<file path="src/rtl/gate_model_bist.sv">
// gate_model_bist: LFSR stimulus generator and MISR response compactor for self-testing gate netlists.
// Optional golden-signature compare (gold_i/pass_o) is built when GATE_BIST_GOLDEN_EN is defined.
module gate_model_bist #(
    parameter int              IN_W      = 22,
    parameter int              OUT_W     = 10,
    parameter logic [IN_W-1:0] LFSR_TAPS = 22'h300000,
    parameter logic [OUT_W-1:0] MISR_TAPS = 10'h240,
    parameter int              CNT_W     = 16,
    parameter int              RESP_LAT  = 0
) (
    input  logic             clk,
    input  logic             rst,
    input  logic             start_i,
    input  logic [IN_W-1:0]  seed_i,
    input  logic [CNT_W-1:0] npat_i,
    output logic [IN_W-1:0]  pat_o,
    input  logic [OUT_W-1:0] resp_i,
    output logic             busy_o,
    output logic             done_o,
`ifdef GATE_BIST_GOLDEN_EN
    input  logic [OUT_W-1:0] gold_i,
    output logic             pass_o,
`endif
    output logic [OUT_W-1:0] sig_o
);

    typedef enum logic [1:0] {IDLE, RUN, DRAIN, DONE} state_t;

    localparam logic [CNT_W-1:0] DRAIN_LOAD = CNT_W'((RESP_LAT > 0) ? RESP_LAT - 1 : 0);

    state_t            state;
    logic [IN_W-1:0]   lfsr;
    logic [OUT_W-1:0]  misr;
    logic [CNT_W-1:0]  cnt;
    logic [RESP_LAT:0] v;

    logic [IN_W-1:0]   seed_g;
    logic [OUT_W-1:0]  misr_nxt;
    logic [RESP_LAT:0] v_nxt;
    logic              issue;

    function automatic logic [IN_W-1:0] lfsr_step(input logic [IN_W-1:0] x);
        return {x[IN_W-2:0], ^(x & LFSR_TAPS)};
    endfunction

    // start_i is a request with no ready: it is taken only on a cycle where the FSM is IDLE;
    // a request while busy or in DONE is dropped, never queued. The first pattern goes out
    // on the accepting edge so that the last capture lands exactly on the DONE edge.
    always_comb begin
        seed_g = (seed_i == '0) ? {{(IN_W-1){1'b0}}, 1'b1} : seed_i;
        issue  = (state == RUN) || ((state == IDLE) && start_i && (npat_i != '0));
    end

    always_comb begin
        misr_nxt = misr;
        if (v[RESP_LAT])
            misr_nxt = {misr[OUT_W-2:0], ^(misr & MISR_TAPS)} ^ resp_i;
    end

    // v[i] marks that the pattern issued i+1 edges ago is still awaiting capture.
    if (RESP_LAT == 0) begin : g_pipe0
        assign v_nxt = issue;
    end else begin : g_pipe
        assign v_nxt = {v[RESP_LAT-1:0], issue};
    end

    always_ff @(posedge clk) begin
        if (rst) begin
            state  <= IDLE;
            lfsr   <= '0;
            misr   <= '0;
            cnt    <= '0;
            v      <= '0;
            pat_o  <= '0;
            busy_o <= 1'b0;
            done_o <= 1'b0;
            sig_o  <= '0;
`ifdef GATE_BIST_GOLDEN_EN
            pass_o <= 1'b0;
`endif
        end else begin
            v      <= v_nxt;
            misr   <= misr_nxt;
            done_o <= 1'b0;
            case (state)
                IDLE: begin
                    if (start_i) begin
`ifdef GATE_BIST_GOLDEN_EN
                        pass_o <= 1'b0;
`endif
                        misr <= '0;
                        if (npat_i == '0) begin
                            state <= DONE;
                        end else begin
                            pat_o  <= seed_g;
                            lfsr   <= lfsr_step(seed_g);
                            busy_o <= 1'b1;
                            if (npat_i != CNT_W'(1)) begin
                                cnt   <= npat_i - CNT_W'(1);
                                state <= RUN;
                            end else if (RESP_LAT == 0) begin
                                state <= DONE;
                            end else begin
                                cnt   <= DRAIN_LOAD;
                                state <= DRAIN;
                            end
                        end
                    end
                end
                RUN: begin
                    pat_o <= lfsr;
                    lfsr  <= lfsr_step(lfsr);
                    cnt   <= cnt - CNT_W'(1);
                    if (cnt == CNT_W'(1)) begin
                        if (RESP_LAT == 0) begin
                            state <= DONE;
                        end else begin
                            cnt   <= DRAIN_LOAD;
                            state <= DRAIN;
                        end
                    end
                end
                DRAIN: begin
                    if (cnt == '0)
                        state <= DONE;
                    else
                        cnt <= cnt - CNT_W'(1);
                end
                DONE: begin
                    // The final response is folded in on this same edge.
                    done_o <= 1'b1;
                    busy_o <= 1'b0;
                    sig_o  <= misr_nxt;
`ifdef GATE_BIST_GOLDEN_EN
                    pass_o <= (misr_nxt == gold_i);
`endif
                    state  <= IDLE;
                end
                default: state <= IDLE;
            endcase
        end
    end

endmodule
</file>
<file path="config.mk">
export PLATFORM = sky130hd
export DESIGN_NAME = gate_model_bist
export DESIGN_NICKNAME = d
export VERILOG_FILES = /design/src/rtl/gate_model_bist.sv
export SDC_FILE = /design/constraint.sdc
export NUM_CORES = 1
export LEC_CHECK = 0
export BUFFER_PORTS_ARGS = -buffer_cell sky130_fd_sc_hd__buf_2
export CAP_MARGIN = 20
export CORE_MARGIN = 10
export CORE_UTILIZATION = 45
export DETAILED_ROUTE_END_ITERATION = 10
export PLACE_DENSITY = 0.68
export SLEW_MARGIN = 40
export SYNTH_ARGS = -nofsm -noshare
export SYNTH_HDL_FRONTEND = slang
export SYNTH_SLANG_ARGS = --single-unit
export TNS_END_PERCENT = 20
</file>
<file path="constraint.sdc">
create_clock -name clk -period 2.9 [get_ports clk]
set_clock_uncertainty 0.2 [all_clocks]
set_input_delay 0.145 -clock clk [delete_from_list [all_inputs] [get_ports clk]]
set_output_delay 0.145 -clock clk [all_outputs]
set_load 0.05 [all_outputs]
</file>
Word level (Yosys, flattened, before mapping). Cells that the tools add are included.

Register bits: 85. Latch bits: 0. Bits in writable memories: 0. Bits in read-only memories: 0. Bits of input ports: 51. Output and inout bits: 34. Word-level logic and storage cells: 66. Memories: 0.

Add/subtract/negate cells: 2. $mul: 0. Div/mod/pow operators: 0. Order comparisons: 0. Equality and inequality tests: 11. Shift operators: 0. Muxes and demuxes: 25. Bitwise gates (word level): 1. Reduce and logical (&&, ||, !) cells: 18.

Operator list (count): 22-bit two-way mux (5); 22-bit case mux with 2 select lines (2); 16-bit two-way mux (4); 16-bit case mux with 3 select lines (1); 22-bit XOR reduction (2); 16-bit zero test (2); 16-bit by 1-bit subtractor with 16-bit output (second input constant) (2); 10-bit two-way mux (3); 22-bit zero test (1); 16-bit by 1-bit == test with 1-bit output (second input constant) (1); 16-bit by 1-bit inequality test with 1-bit output (second input constant) (1); 16-bit nonzero test (1); 2-bit two-way mux (5); 10-bit XOR reduction (1); 10-bit XOR (1); 3-bit AND reduction (3); 2-bit inequality test (second input constant) (4); 2-bit case mux with 4 select lines (1); 5-bit AND reduction (1); 2-bit == test (second input constant) (2); 2-bit by 1-bit inequality test with 1-bit output (second input constant) (2); 2-bit nonzero test (2); 1-bit two-way mux (3); 3-bit nonzero test (1); other kinds (5) (6).

Longest topological paths before layout. Gate-level depths: netlist of run 1.

Depth in word-level cells: 6. Gate-level depth with buffers: 8. Gate-level depth less buffers: 7.

Worst setup path after synthesis of run 1. Ideal clock, no wire load.

Path kind: register -> register. Start: register cnt[8]. End: register cnt[15]. Setup time: 0.132 ns. Arrival: 1.708 ns. Required time: 2.568 ns. Path slack: 0.860 ns. Cell stages (with the launch flop): 6. Buffers on the path: 0. Period minus slack after synthesis: 2.040 ns. Cell sequence: dfxtp_1 or4_4 or3_4 o31ai_1 a311o_1 o41ai_1.

Word-level cells in the longest chain between the ends: 3. Elaborated cells on any way between the ends: 6. Those cells by class: add/sub: 1; eq/ne: 1; mux: 2; reduce/logical: 2.

RTL lines: start: declaration (RTL line 34) `logic [CNT_W-1:0] cnt;`; start signal: assignment (RTL line 99) `cnt <= npat_i - CNT_W'(1);`; start signal: assignment (RTL line 113) `cnt <= cnt - CNT_W'(1);`; start signal: assignment (RTL line 127) `cnt <= cnt - CNT_W'(1);`; 16-bit by 1-bit subtractor with 16-bit output / 16-bit zero test (equally long branches) (RTL line 113, 127, 124); 16-bit two-way mux / 2-bit inequality test (equally long branches); 16-bit case mux with 3 select lines / 5-bit AND reduction (equally long branches).

Parallel ways exist; a longest one is shown, timed or not. The select of a mux whose other input is x is not followed. A chain may end at the register's enable or synchronous reset.

Final worst setup path of run 1.
Start: register state[0]. End: register cnt[15].

Word-level cells in the longest chain between the ends: 3. Elaborated cells on any way between the ends: 10. Those cells by class: eq/ne: 6; mux: 1; reduce/logical: 3.

RTL lines: start: declaration (RTL line 31) `state_t state;`; start signal: assignment (RTL line 69) `state <= IDLE;`; start signal: assignment (RTL line 93) `state <= DONE;`; start signal: assignment (RTL line 100) `state <= RUN;`; 2-bit == test (tied with other cells) (RTL line 85) `case (state)`; 2-bit inequality test (no line) (tied with other cells); 5-bit AND reduction (no line).

Parallel ways exist; a longest one is shown, timed or not.

==> results.sh, run 1 <==
export IMPL_outcome="complete, no violations"
export IMPL_seq_area_frac_synth_pct=33.6
export IMPL_synthTopCellsByArea="dfxtp_1 (34%), mux2i_1 (9.2%), nor2_1 (6.2%)"
export IMPL_synth_compound_area_share_pct=20.3
export IMPL_start_util_pct=46.4
export IMPL_cp_required_ns=2.94
export IMPL_io_buffers=84
export IMPL_core_sq_um=8220
export IMPL_rsz0062_at_grt="no"
export IMPL_syn_avg_cell_area_sq_um=8.55
export IMPL_final_net_count=588
export IMPL_crit_fanout=11
export IMPL_hpwl_microns=7380
export IMPL_p_seq_share_pct=30.0
export IMPL_swShare_pct=46.9
export IMPL_synth_fp_nets=506
export IMPL_synth_simple_area_share_pct=19.4
export IMPL_fin_crit_sh_pct=84.0
export IMPL_gp_congestion=0.898
export IMPL_hold_viol_final=0
export IMPL_dr_total_vias=3537
export IMPL_hold_path_class="input port to flop"
export IMPL_grt_use_total_pct=16.0
export IMPL_synth_edf_count=0
export IMPL_synth_cell_types=54
export IMPL_slowest_delay_ns=0.38
export IMPL_instances_no_fill=638
export IMPL_tns_ns=0
export IMPL_cap_violations=0
export IMPL_clkSinkCount=64
export IMPL_vias_per_cell=5.54
export IMPL_h_tree_depth=3
export IMPL_synth_top_area_share_pct=33.6
export IMPL_fin_crit_ns=2.44
export IMPL_overflow=0
export IMPL_p_sw_w=0.00232
export IMPL_grt_pass1_vias=3638
export IMPL_cts_tree="yes"
export IMPL_num_rows=33
export IMPL_startpoint_type="flop"
export IMPL_power_density_nw_per_um2=1080
export IMPL_synth_cells=446
export IMPL_clkPwrFrac_pct=16.9
export IMPL_finalMaxSlewViolations=0
export IMPL_clk_latency_ns=0.33
export IMPL_async_flop_share_pct=0
export IMPL_slowest_stage="dfxtp_1"
export IMPL_worst_slew_pin_slew_ns=0.661
export IMPL_diodes=0
export IMPL_post_route_util_pct=55.9
export IMPL_antenna_found_initial=0
export IMPL_ant_nets=0
export IMPL_dieArea_sq_um=12600
export IMPL_wl_microns=10200
export IMPL_clk_pin_slew_ns=0.07
export IMPL_area_delta_synth_final_pct=20.5
export IMPL_post_cts_resized=0
export IMPL_crit_chain="inv_1 -> ha_1 -> a21oi_1 -> o31a_2 -> nand2_1 -> o41ai_1"
export IMPL_yosys_area_share_adder_pct=2.95
export IMPL_muxShareOfSynthArea_pct=9.48
export IMPL_post_drt_wl_per_cell_microns=15.9
export IMPL_leakagePower_nw=1.86
export IMPL_post_cts_setup_buffers=0
export IMPL_grt_pass1_wl_microns=17400
export IMPL_dp_cells=599
export IMPL_drc_errors=0
export IMPL_drive_gt1_share_pct=22.9
export IMPL_grt_max_degree=46
export IMPL_firstDrtPassIters=4
export IMPL_syn_area_sq_um=3810
export IMPL_cp_arrival_ns=2.47
export IMPL_clock_path_buffers=2
export IMPL_cts_buffers=9
export IMPL_cp_end_kind="flop"
export IMPL_synth_xor_area_share_pct=5.28
export IMPL_yosys_area_top_type="dfxtp_1"
export IMPL_ys_ff_latch=64
export IMPL_fp_dieH_microns=112
export IMPL_power_w=0.00494
export IMPL_fmax_mhz=411
export IMPL_die_width_microns=112
export IMPL_finalSetupViolations=0
export IMPL_critPathKind="flop to flop"
export IMPL_drt_iter0_markers=263
export IMPL_io_pins=85
export IMPL_synth_flop_cell="dfxtp_1"
export IMPL_vdd_drop_max_mv=0.458
export IMPL_relSlewSlack_pct=55.5
export IMPL_root_buffer="clkbuf_8"
export IMPL_p_int_w=0.00262
export IMPL_synth_top_family_by_area="compound AO/OA/AOI/OAI gates"
export IMPL_yosysWarnings=0
export IMPL_p_comb_share_pct=53.1
## timing repair
action	in CTS	in global routing
endpoints found under the hold margin	22	0
hold buffers	23	0
endpoints found under the setup margin	0	0
## per-layer routing
layer	share of wire (%)	routed length [microns]	vias to the layer above	global-route usage, %
li1	-	-	1779	-
met1	45	4570	1610	20.0
met2	45	4590	133	25.6
met3	8.0	814	15	4.15
met4	1.9	189	0	6.77
met5	0	0	-	0
## cells by family (layout without fill, tap and decap cells)
group,count (synthesis),in the layout
and+or+nand+nor,145,145
adders and majority gates,9,9
xor gates and xnor gates,23,23
buffers and inverters,59,146
muxes,36,36
DFF,64,64
AOI/OAI and AO/OA,110,110
## worst paths after layout
check	from	end	slack, ns	cells after the start
worst max-delay path	state[0]	cnt[15]	0.46	6
worst min-delay path	resp_i[5]	misr[5]	0.04	4
worst max register to register	state[0]	cnt[15]	0.46	6
worst min register to register	lfsr[0]	lfsr[0]	0.27	2
## sequential cells by signal, indices dropped and copies added (netlist names)
register / count
v: 1
state: 2
cnt: 16
lfsr: 1
misr: 10
busy_o: 1
sig_o: 10
done_o: 1
pat_o: 22
## critical path: cells and delay by family (launching register included)
family	cells	cell delay, ns
DFF	1	0.38
and+or+nand+nor	1	0.23
adders and majority gates	1	0.32
buffers and inverters	1	0.09
AOI/OAI and AO/OA	3	1.11
## power groups by stage
stage,Clock [W],Sequential [W],Combinational [W]
final,0.000834,0.00148,0.00262
after global routing,0.000891,0.00153,0.00289
after CTS,0.000857,0.00148,0.00262
after detailed placement,0,0.00150,0.00258
after global placement,0,0.00149,0.00255
after floorplan,0,0.00146,0.00220
## placed cells by master, fill, tap and decap left out, types with 5 or more instances in the layout
cell / Yosys / routed
or4_1: 5 / 5
nor3_1: 12 / 12
nor4_1: 10 / 10
a31oi_1: 5 / 5
a211oi_1: 24 / 24
nand3_1: 11 / 11
ha_1: 9 / 9
nor2_1: 63 / 63
o311ai_0: 5 / 5
mux2i_1: 35 / 35
inv_1: 13 / 13
buf_4: 24 / 10
xnor2_1: 19 / 19
o21ai_0: 8 / 8
dfxtp_1: 64 / 64
buf_2: 5 / 84
o31ai_1: 11 / 11
dlygate4sd3_1: 0 / 23
nor2b_1: 10 / 10
nand2_1: 18 / 18
clkbuf_8: 1 / 10
a21oi_1: 28 / 28
## per-stage QoR
stage | hold WS, ns | worst slack [ns] | area [sq um]
final | 0.0375 | 0.465 | 4590
after global routing | 0.0538 | 0.304 | 4590
after global placement | 0.260 | 0.569 | 4150
after floorplan | 0.155 | 0.860 | 3810
after detailed placement | 0.273 | 0.517 | 4150
after CTS | 0.0219 | 0.441 | 4590
## synthesized netlist by cell type (3+ instances only)
| cell | instances |
|---|---|
| a211oi_1 | 24 |
| a21oi_1 | 28 |
| a311oi_1 | 3 |
| a31oi_1 | 5 |
| buf_2 | 5 |
| buf_4 | 24 |
| clkbuf_1 | 13 |
| dfxtp_1 | 64 |
| ha_1 | 9 |
| inv_1 | 13 |
| mux2i_1 | 35 |
| nand2_1 | 18 |
| nand3_1 | 11 |
| nand4_1 | 3 |
| nor2_1 | 63 |
| nor2b_1 | 10 |
| nor3_1 | 12 |
| nor4_1 | 10 |
| o2111ai_1 | 3 |
| o211ai_1 | 4 |
| o21ai_0 | 8 |
| o311ai_0 | 5 |
| o31ai_1 | 11 |
| o41ai_1 | 4 |
| or4_1 | 5 |
| xnor2_1 | 19 |
| xor2_1 | 4 |
## layout make-up
cell class | count | area (sq um)
well taps | 105 | 131
repair buffers | 117 | 726
inverters | 13 | 48.8
multi-input cells | 323 | 2190
clock inverters | 3 | 65.1
clock buffers | 13 | 149
fillers | 745 | 3620
flip-flops and latches | 64 | 1280
Power figures use the tool's default switching activity.
==> run 2, diff against run 1 <==
--- a/config.mk
+++ b/config.mk
@@ -5,12 +5,13 @@
 export SDC_FILE = /design/constraint.sdc
 export NUM_CORES = 1
 export LEC_CHECK = 0
+export ABC_AREA = 1
 export BUFFER_PORTS_ARGS = -buffer_cell sky130_fd_sc_hd__buf_2
 export CAP_MARGIN = 20
 export CORE_MARGIN = 10
 export CORE_UTILIZATION = 45
 export DETAILED_ROUTE_END_ITERATION = 10
-export PLACE_DENSITY = 0.68
+export PLACE_DENSITY = 0.7
 export SLEW_MARGIN = 40
 export SYNTH_ARGS = -nofsm -noshare
 export SYNTH_HDL_FRONTEND = slang
==> constraint.sdc (replaced) <==
create_clock -name clk -period 2 [get_ports clk]
set_clock_uncertainty 0.2 [all_clocks]
set_input_delay 0.1 -clock clk [delete_from_list [all_inputs] [get_ports clk]]
set_output_delay 0.1 -clock clk [all_outputs]
set_load 0.05 [all_outputs]
==> results.sh, run 2 <==
export IMPL_dieArea_sq_um=13600
export IMPL_drive_gt1_share_pct=22.0
export IMPL_regMostFlops="pat_o"
export IMPL_drt_iter0_markers=271
export IMPL_finalMaxSlewViolations=0
export IMPL_fin_crit_sh_pct=92.7
export IMPL_post_route_util_pct=57.0
export IMPL_yosysMostFrequentCell="nand2_1"
export IMPL_startpoint_type="flop"
export IMPL_power_density_nw_per_um2=1540
export IMPL_clk_latency_ns=0.34
export IMPL_dr_total_vias=4366
export IMPL_cts_buffers=9
export IMPL_largest_register_ffs=22
export IMPL_vias_per_cell=4.94
export IMPL_clk_pin_slew_ns=0.07
export IMPL_cp_arrival_ns=1.89
export IMPL_ant_nets=0
export IMPL_relSlewSlack_pct=69.5
export IMPL_hold_viol_final=0
export IMPL_slowest_delay_ns=0.36
export IMPL_fin_crit_ns=1.85
export IMPL_io_buffers=84
export IMPL_final_common_cell="nand2_1"
export IMPL_nFillCells=862
export IMPL_root_buffer="clkbuf_8"
export IMPL_synthTopCellsByArea="dfxtp_1 (30%), nand2_1 (18%), nor2_1 (8.2%)"
export IMPL_use_met3_pct=3.70
export IMPL_cp_end_kind="flop"
export IMPL_grt_use_total_pct=16.4
export IMPL_cp_required_ns=2.04
export IMPL_syn_avg_cell_area_sq_um=6.29
export IMPL_antenna_found_initial=0
export IMPL_final_cell_area_sq_um=5220
export IMPL_met1_usage_pct=19.2
export IMPL_placed_area_sq_um=4650
export IMPL_cts_tree="yes"
export IMPL_slowest_stage="dfxtp_2"
export IMPL_async_flop_share_pct=0
export IMPL_critPathKind="flop to flop"
export IMPL_h_tree_depth=3
export IMPL_grt_use_met2_pct=29.5
export IMPL_synth_edf_count=0
export IMPL_holdWs_ns=0.00778
export IMPL_vdd_drop_max_mv=0.774
export IMPL_yosysWarnings=0
export IMPL_grt_pass1_vias=4174
export IMPL_p_comb_share_pct=56.3
export IMPL_p_int_w=0.00410
export IMPL_globalRoute_busiestLayer="met2"
export IMPL_wl_microns=11200
export IMPL_fp_dieH_microns=117
export IMPL_grt_max_degree=32
export IMPL_swShare_pct=48.8
export IMPL_num_rows=35
export IMPL_crit_chain="inv_1 -> ha_1 -> inv_2 -> nor2_2 -> nor2_1 -> inv_2 -> a21oi_4 -> nand2_8 -> nor2_2 -> nor2_2"
export IMPL_rsz0062_at_grt="no"
export IMPL_diodes=0
export IMPL_gp_congestion=0.858
export IMPL_crit_path_frequent_cell="nor2_2"
export IMPL_worst_path_buf_inv=3
export IMPL_overflow=0
export IMPL_yosys_area_top_type="dfxtp_1"
export IMPL_syn_area_sq_um=4210
export IMPL_clock_path_buffers=2
export IMPL_post_cts_setup_buffers=0
export IMPL_synth_top_area_share_pct=30.4
export IMPL_crit_family="simple AND/OR/NAND/NOR gates"
export IMPL_worst_slew_pin_slew_ns=0.456
export IMPL_ys_ff_latch=64
export IMPL_hpwl_microns=8360
export IMPL_finalSetupViolations=0
export IMPL_tns_ns=0
export IMPL_layout_common_cells="nand2_1 (203), nor2_1 (91), buf_2 (84)"
export IMPL_core_sq_um=9150
export IMPL_p_sw_w=0.00391
export IMPL_synth_fp_nets=729
export IMPL_hold_path_class="input port to flop"
export IMPL_crit_fanout=16
export IMPL_synth_flop_cell="dfxtp_1"
export IMPL_synth_cells=669
export IMPL_leakagePower_nw=2.55
export IMPL_firstDrtPassIters=4
export IMPL_power_w=0.00801
export IMPL_outcome="complete, no violations"
export IMPL_grt_pass1_wl_microns=18500
export IMPL_start_util_pct=46.0
export IMPL_largestRegisters="pat_o: 22 flops, cnt: 16 flops"
export IMPL_ys_top_cells_by_count="nand2_1 (203), nor2_1 (92), dfxtp_1 (64)"
export IMPL_final_net_count=828
export IMPL_clkSinkCount=64
export IMPL_p_seq_share_pct=26.3
export IMPL_die_width_microns=117
export IMPL_synth_cell_types=35
export IMPL_drc_errors=0
export IMPL_area_delta_synth_final_pct=24.0
export IMPL_io_pins=85
export IMPL_post_drt_wl_per_cell_microns=12.7
export IMPL_fmax_mhz=539
export IMPL_clkPwrFrac_pct=17.4
export IMPL_cap_violations=0
export IMPL_seq_area_frac_synth_pct=30.4
==> run 2: changes by cell type after synthesis, moves of 29 or more <==
| cell | previous run | this run |
|---|---|---|
| nand3_1 | 11 | 44 |
| inv_1 | 13 | 56 |
| mux2i_1 | 35 | 0 |
| nand2_1 | 18 | 203 |
| o21ai_0 | 8 | 50 |
| nor2_1 | 63 | 92 |
==> run 2: area by class of cell <==
| cell class | count | area (sq um) | area share, % |
|---|---|---|---|
| clock inverter | 5 | 103 | 1.97 |
| multi-input combinational | 502 | 2450 | 46.9 |
| sequential | 64 | 1280 | 24.6 |
| tap | 111 | 139 | 2.66 |
| inverter | 61 | 229 | 4.39 |
| timing repair buffer | 130 | 865 | 16.6 |
| clock buffer | 11 | 151 | 2.90 |
==> run 2: per-stage QoR <==
| stage | std cells | setup WS, ns |
|---|---|---|
| final | 884 | 0.145 |
| after global routing | 884 | 0.00689 |
| after CTS | 884 | 0.0122 |
| after detailed placement | 840 | 0.0746 |
| after global placement | 840 | 0.139 |
| after floorplan | 669 | 0.0496 |
==> run 2: worst register-to-register path: cells and delay by family, from the launching register on <==
| family | cells | cell delay, ns |
|---|---|---|
| AND/OR/NAND/NOR | 5 | 0.54 |
| flip-flops | 1 | 0.36 |
| buffers and inverters | 3 | 0.23 |
| adder cells (fa/ha/maj) | 1 | 0.22 |
| AO/OA/AOI/OAI | 1 | 0.20 |
==> run 2: path summary, 6_finish.rpt <==
| kind | from | end | slack (ns) | cells past startpoint |
|---|---|---|---|---|
| setup / recovery | state[0] | cnt[11] | 0.15 | 10 |
| hold / removal | seed_i[13] | pat_o[13] | 0.008 | 7 |
| setup reg to reg | state[0] | cnt[11] | 0.15 | 10 |
| hold reg to reg | busy_o | busy_o | 0.26 | 2 |
==> run 2: cells by family (layout without fill, tap and decap cells) <==
group	Yosys count	count (layout)	synth area share (%)
XOR/XNOR	12	12	2.50
AND/OR/NAND/NOR	390	390	40.8
adder cells (fa/ha/maj)	9	9	2.68
buffers and inverters	103	207	11.9
flip-flops	64	64	30.4
AO/OA/AOI/OAI	91	91	11.7
==> run 2: per-layer routing <==
metal / up-vias / share of wire, %
met5: - / 0
met1: 1967 / 43
met4: 0 / 1.3
met2: 101 / 50
met3: 13 / 5.7
li1: 2285 / -
==> run 2: what timing repair did <==
action / in CTS / in global routing
endpoints found under the hold margin: 29 / 0
setup endpoints to repair: 0 / 23
hold buffers: 28 / 0
resized for setup: 0 / 8
==> run 2: power groups by stage <==
stage / Clock [W] / Combinational, W / Sequential, W
floorplan: 0 / 0.00350 / 0.00221
global placement: 0 / 0.00435 / 0.00211
detailed placement: 0 / 0.00442 / 0.00212
CTS: 0.00141 / 0.00449 / 0.00210
global route: 0.00147 / 0.00504 / 0.00217
finish: 0.00140 / 0.00451 / 0.00211
